<file path="src/rtl/sram_ctrl_pkg.sv">
// Shared types and default constants for the SRAM controller.
package sram_ctrl_pkg;

  typedef enum logic [1:0] {
    IDLE = 2'd0,
    LO   = 2'd1,
    HI   = 2'd2,
    DONE = 2'd3
  } state_t;

  localparam int BASE_ADDR_DEF   = 1024;
  localparam int SRAM_AW_DEF     = 18;
  localparam int WAIT_CYCLES_DEF = 2;
  localparam int HALF_W          = 16;
  localparam int CNT_W           = 4;

endpackage

</file>
<file path="src/rtl/sram_ctrl_if.sv">
// MEM-stage request/response bus between the pipeline and the SRAM controller.
interface sram_ctrl_if;
  logic        rd_en;
  logic        wr_en;
  logic [31:0] addr;
  logic [31:0] wdata;
  logic [31:0] rdata;
  logic        ready;

  modport master (output rd_en, wr_en, addr, wdata, input rdata, ready);
  modport slave  (input rd_en, wr_en, addr, wdata, output rdata, ready);
endinterface

</file>
<file path="src/rtl/sram_wait_cnt.sv">
// Wait-state counter shared by the low- and high-half SRAM accesses.
module sram_wait_cnt
  import sram_ctrl_pkg::*;
#(
  parameter int WAIT_CYCLES = WAIT_CYCLES_DEF
) (
  input  logic clk,
  input  logic rst,
  input  logic clear,
  input  logic enable,
  output logic term
);

  logic [CNT_W-1:0] cnt;

  // Count cycles spent in the current half; clear takes priority.
  always_ff @(posedge clk) begin
    if (!rst) begin
      cnt <= '0;
    end else if (clear) begin
      cnt <= '0;
    end else if (enable) begin
      cnt <= cnt + CNT_W'(1);
    end
  end

  assign term = (cnt == CNT_W'(WAIT_CYCLES - 1));

endmodule

</file>
<file path="src/rtl/sram_ctrl.sv">
// 32-bit load/store responder performing two 16-bit asynchronous SRAM accesses.
// Optional one-entry read buffer: define SRAM_CTRL_RDBUF_EN.
//
// state | meaning
// IDLE  | waiting for a request; ready=1 when none is pending
// LO    | driving the low half-word access
// HI    | driving the high half-word access
// DONE  | access complete for one cycle, ready=1
module sram_ctrl
  import sram_ctrl_pkg::*;
#(
  parameter int BASE_ADDR   = BASE_ADDR_DEF,
  parameter int SRAM_AW     = SRAM_AW_DEF,
  parameter int WAIT_CYCLES = WAIT_CYCLES_DEF
) (
  input  logic               clk,
  input  logic               rst,
  sram_ctrl_if.slave         bus,
  output logic [SRAM_AW-1:0] sram_addr,
  output logic [HALF_W-1:0]  sram_dq_o,
  input  logic [HALF_W-1:0]  sram_dq_i,
  output logic               sram_dq_oe,
  output logic               sram_we_n,
  output logic               sram_oe_n
);

  state_t             state_q, state_d;
  logic               is_wr;
  logic [SRAM_AW-2:0] word_q, word_in;
  logic [31:0]        wdata_q, rdata_q;
  logic               req, cnt_en, cnt_clr, term, buf_hit, hi_half;

  assign req     = bus.rd_en | bus.wr_en;
  assign word_in = (SRAM_AW-1)'((bus.addr - 32'(BASE_ADDR)) >> 2);
  assign cnt_clr = ~cnt_en | term;
  assign hi_half = (state_q == HI);

  assign bus.ready = ((state_q == IDLE) && !req) || (state_q == DONE);
  assign bus.rdata = rdata_q;

  sram_wait_cnt #(.WAIT_CYCLES(WAIT_CYCLES)) u_wait_cnt (
    .clk    (clk),
    .rst    (rst),
    .clear  (cnt_clr),
    .enable (cnt_en),
    .term   (term)
  );

`ifdef SRAM_CTRL_RDBUF_EN
  logic               buf_valid;
  logic [SRAM_AW-2:0] buf_tag;
  logic [31:0]        buf_data;

  // A pure read of the buffered word skips the SRAM entirely.
  assign buf_hit = (state_q == IDLE) && bus.rd_en && !bus.wr_en &&
                   buf_valid && (buf_tag == word_in);

  // Fill on every completed read; keep coherent with writes to the same word.
  always_ff @(posedge clk) begin
    if (!rst) begin
      buf_valid <= 1'b0;
      buf_tag   <= '0;
      buf_data  <= '0;
    end else if (state_q == DONE) begin
      if (!is_wr) begin
        buf_valid <= 1'b1;
        buf_tag   <= word_q;
        buf_data  <= rdata_q;
      end else if (buf_valid && (buf_tag == word_q)) begin
        buf_data <= wdata_q;
      end
    end
  end
`else
  assign buf_hit = 1'b0;
`endif

  // State register plus latched request and read data.
  always_ff @(posedge clk) begin
    if (!rst) begin
      state_q <= IDLE;
      is_wr   <= 1'b0;
      word_q  <= '0;
      wdata_q <= '0;
      rdata_q <= '0;
    end else begin
      state_q <= state_d;
      if ((state_q == IDLE) && req) begin
        is_wr   <= bus.wr_en;
        word_q  <= word_in;
        wdata_q <= bus.wdata;
      end
      if (!is_wr && term) begin
        if (state_q == LO) rdata_q[15:0]  <= sram_dq_i;
        if (state_q == HI) rdata_q[31:16] <= sram_dq_i;
      end
`ifdef SRAM_CTRL_RDBUF_EN
      if (buf_hit) rdata_q <= buf_data;
`endif
    end
  end

  // Next-state logic and SRAM pin decode from the registered state.
  always_comb begin
    state_d    = state_q;
    cnt_en     = 1'b0;
    sram_addr  = '0;
    sram_dq_o  = '0;
    sram_dq_oe = 1'b0;
    sram_we_n  = 1'b1;
    sram_oe_n  = 1'b1;
    case (state_q)
      IDLE: begin
        if (buf_hit)  state_d = DONE;
        else if (req) state_d = LO;
      end
      LO: begin
        cnt_en = 1'b1;
        if (term) state_d = HI;
      end
      HI: begin
        cnt_en = 1'b1;
        if (term) state_d = DONE;
      end
      DONE:    state_d = IDLE;
      default: state_d = IDLE;
    endcase
    if (cnt_en) begin
      sram_addr  = {word_q, hi_half};
      sram_dq_o  = hi_half ? wdata_q[31:16] : wdata_q[15:0];
      sram_dq_oe = is_wr;
      sram_we_n  = ~is_wr;
      sram_oe_n  = is_wr;
    end
  end

endmodule

</file>
<file path="src/flat_wrapper.sv">
// flat-port wrapper written by rule: the top's interface ports become plain ports
module sram_ctrl_flat import sram_ctrl_pkg::*;
#(
  parameter int BASE_ADDR   = BASE_ADDR_DEF,
  parameter int SRAM_AW     = SRAM_AW_DEF,
  parameter int WAIT_CYCLES = WAIT_CYCLES_DEF
)
  (clk, rst, sram_addr, sram_dq_o, sram_dq_i, sram_dq_oe, sram_we_n, sram_oe_n, bus_rd_en, bus_wr_en, bus_addr, bus_wdata, bus_rdata, bus_ready);
  sram_ctrl_if bus_i ();
  input  logic clk;
  input  logic rst;
  output logic [SRAM_AW-1:0] sram_addr;
  output logic [HALF_W-1:0] sram_dq_o;
  input  logic [HALF_W-1:0] sram_dq_i;
  output logic sram_dq_oe;
  output logic sram_we_n;
  output logic sram_oe_n;
  input wire logic [$bits(bus_i.rd_en)-1:0] bus_rd_en;
  input wire logic [$bits(bus_i.wr_en)-1:0] bus_wr_en;
  input wire logic [$bits(bus_i.addr)-1:0] bus_addr;
  input wire logic [$bits(bus_i.wdata)-1:0] bus_wdata;
  output wire logic [$bits(bus_i.rdata)-1:0] bus_rdata;
  output wire logic [$bits(bus_i.ready)-1:0] bus_ready;
  assign bus_i.rd_en = bus_rd_en;
  assign bus_i.wr_en = bus_wr_en;
  assign bus_i.addr = bus_addr;
  assign bus_i.wdata = bus_wdata;
  assign bus_rdata = bus_i.rdata;
  assign bus_ready = bus_i.ready;
  sram_ctrl #(.BASE_ADDR(BASE_ADDR), .SRAM_AW(SRAM_AW), .WAIT_CYCLES(WAIT_CYCLES)) u_core (.clk(clk), .rst(rst), .bus(bus_i), .sram_addr(sram_addr), .sram_dq_o(sram_dq_o), .sram_dq_i(sram_dq_i), .sram_dq_oe(sram_dq_oe), .sram_we_n(sram_we_n), .sram_oe_n(sram_oe_n));
endmodule
</file>
<file path="config.mk">
export PLATFORM = sky130hd
export DESIGN_NAME = sram_ctrl_flat
export DESIGN_NICKNAME = d
export VERILOG_FILES = /design/src/rtl/sram_ctrl_pkg.sv /design/src/rtl/sram_ctrl_if.sv /design/src/rtl/sram_wait_cnt.sv /design/src/rtl/sram_ctrl.sv /design/src/flat_wrapper.sv
export SDC_FILE = /design/constraint.sdc
export NUM_CORES = 1
export LEC_CHECK = 0
export CORE_UTILIZATION = 44
export DETAILED_ROUTE_END_ITERATION = 16
export PLACE_DENSITY = 0.81
export SYNTH_ARGS = -nofsm -noshare
export SYNTH_HDL_FRONTEND = slang
export SYNTH_SLANG_ARGS = --single-unit
</file>
<file path="constraint.sdc">
create_clock -name clk -period 2.3 [get_ports clk]
set_clock_uncertainty 0.2 [all_clocks]
set_input_delay 0.69 -clock clk [delete_from_list [all_inputs] [get_ports clk]]
set_output_delay 0.69 -clock clk [all_outputs]
set_load 0.03 [all_outputs]
</file>
==> impl_metrics.toml <==
[outcome]
status = "finished with violations"
violations = "setup timing"

[floorplan]
start_util_pct = 46.2
rows = 33
die_w_microns = 95.8
io_pins = 154
fp.dieH_microns = 95.8
core-area_sq_mm = 0.00838
die_area_sq_mm = 0.00918

[power]
finalPower_w = 0.00672
p_clk_share_pct = 17.9
intPower_w = 0.00423
p_sw_w = 0.00249
p_per_area_mw_per_mm2 = 1070
vdd_drop_max_mv = 0.624
combPwrFrac_pct = 53.0
swShare_pct = 37.1
cellLeakagePower_nw = 3.14
seq_power_share_pct = 29.1

[logic_synthesis]
synth_fp_nets = 534
synth_edf_count = 0
synth_cells = 443
ys_warn_count = 0
synth.most_common_cell = "nand2_1"
yosysTopAreaCell = "dfxtp_1"
ys.flop_type = "dfxtp_1"
synth_area_sq_mm = 0.00387
ys_ff_latch = 88
syn_avg_cell_area_sq_um = 8.74
synth_top_area_share_pct = 45.5
ys_seq_area_share_pct = 45.5
async_flop_share_pct = 0
synth_common_cells = "nand2_1 (136), dfxtp_1 (88), mux2i_1 (49)"
synth_area_leaders = "dfxtp_1 (45%), nand2_1 (13%), mux2i_1 (13%)"
ys_types = 39

[layout]
final_util_pct = 75.0
syn2layout_area_growth_pct = 62.2
fill_cells = 605
layout.nets = 687
antenna_cells = 0
drive_above_1_share_pct = 25.1
final_area_sq_mm = 0.00628

[cts]
cts_buffers = 9
cts.sinks = 88
cts_tree = "built"
cts_root_buffer = "clkbuf_8"
clk_path_buf_depth = 2
clk_pin_slew_ns = 0.09
htree_num_levels = 3
clk_latency_ns = 0.35
hold_buffers = 0

[grt]
gr-total-overflow = 0
grt_pass1_vias = 3533
grt_pass1_wl_microns = 16300
grt_max_degree = 103
grt_antenna_before_repair = 0
grt_usage_pct = 23.1

[run]
drv_cap = 0

[critical_path]
crit_type = "reg2out"
cp.required_ns = 1.41
worst-path-max-fanout = 7
critPathCaptureType = "primary output"
critPathArrivalTime_ns = 1.62
cp-start-kind = "flip-flop"

[timing]
tightest_slew_ns = 0.550
fin_crit_sh_pct = 109
setup_viol = 37
finalMaxSlewViolations = 0
setup_ws_ns = -0.208
hold_viol_final = 0
min_period_ns = 2.51
timing.slew.headroom_pct = 63.2
rsz0062_at_grt = "yes"
setup_tns_ns = -5.94
fmax_mhz = 399

[placed_design]
dp_worst_setup_slack_ns = -0.165
place_area_sq_mm = 0.00547
routabilityCongestion = 0.761
dp_hpwl_microns = 6690
numPortBuffers = 138

[route]
remaining_drc_errors = 0
drt-initial-drc-count = 105
wirelength_microns = 10500
vias = 3561
ant_nets = 0
viasPerCell = 5.04
drtPass1Iterations = 4
wl_per_cell_microns = 14.9

[hold_path]
min_path_type = "reg2reg"
[power by group through the flow]
stage               Combinational, W  Sequential, W  Clock, W
detailed placement           0.00262        0.00195         0
floorplan                    0.00156        0.00198         0
CTS                          0.00357        0.00194   0.00123
global placement             0.00258        0.00193         0
finish                       0.00356        0.00196   0.00120
global route                 0.00378        0.00199   0.00129
[layout by cell type (no fill, tap or decap), types with 3 or more instances in the layout]
master           Yosys  final
clkbuf_8             0      9
nor3_1               3      3
and2_4               0     17
o21ai_0              7      7
clkinvlp_4           0      3
nand2_1            136    136
clkdlybuf4s50_1      0     69
nor2b_4              0     10
ha_4                 0      3
dlymetal6s2s_1       0     26
o211a_1              4      4
mux2i_2              0      4
a31oi_1              3      3
buf_4                2     21
nor2_1               6      5
mux2i_1             49     38
ha_1                 7      4
mux2i_4              0      7
a21boi_0            41     41
buf_12               0      7
buf_6                0     40
dfxtp_1             88     86
dlygate4sd2_1        0      4
nor2b_2              0      6
buf_16               0      3
inv_1                7      4
[through the flow]
stage | instances | hold WS [ns]
2_1_floorplan | 443 | 0.234
3_3_place_gp | 680 | 0.244
3_5_place_dp | 680 | 0.255
4_1_cts | 705 | 0.268
5_1_grt | 706 | 0.290
6_report | 706 | 0.263
[worst max-delay path, cell delays in order, from the launching register on]
cell	delay, ns
dfxtp_4	0.37
inv_2	0.05
ha_4	0.33
buf_12	0.13
buf_16	0.12
nor2b_4	0.14
buf_6	0.13
[path summary, 6_finish.rpt]
check / depth (start not counted) / slack (ns) / to / from
setup reg to reg: 4 / 0.40 / u_core.bus.rdata[16] / u_core.u_wait_cnt.cnt[0]
hold / removal: 2 / 0.26 / u_core.bus.rdata[28] / u_core.bus.rdata[28]
hold reg to reg: 2 / 0.26 / u_core.bus.rdata[28] / u_core.bus.rdata[28]
setup / recovery: 6 / -0.21 / sram_dq_o[9] / u_core.state_q[1]
[area by class of cell]
type	count	area (sq um)	area share, %
sequential	88	1770	28.1
clock inverter	7	103	1.63
tap	105	131	2.09
clock buffer	9	124	1.97
inverter	7	28.8	0.458
multi-input combinational	319	2240	35.7
timing repair buffer	171	1890	30.0
[flip-flops by register name, indices dropped and copies added (netlist names)]
signal / count
u_core.wdata_q: 32
u_core.state_q: 2
u_core.u_wait_cnt.cnt: 4
u_core.bus.rdata: 32
u_core.is_wr: 1
u_core.word_q: 17
[what timing repair did]
item | in CTS | in global routing
gates cloned | 3 | 0
resized for setup | 99 | 32
setup buffers | 6 | 3
pin swaps | 1 | 1
setup endpoints to repair | 40 | 63
[cell families (layout without fill, tap and decap cells)]
group | Yosys count | count (layout) | synth area share, %
AND/OR/NAND/NOR | 194 | 194 | 22.6
flip-flops | 88 | 88 | 45.5
AO/OA/AOI/OAI | 65 | 65 | 12.2
multiplexers | 49 | 49 | 12.7
buffers and inverters | 36 | 194 | 3.84
adder cells (fa/ha/maj) | 7 | 7 | 2.26
XOR/XNOR | 4 | 4 | 0.905
[routing by layer]
metal  GRT usage, %  part of all wire [%]
met4           8.33                   2.2
met1           27.2                    42
met2           41.3                    51
met3           4.66                   4.7
met5              0                     0
Power figures use the tool's default switching activity.
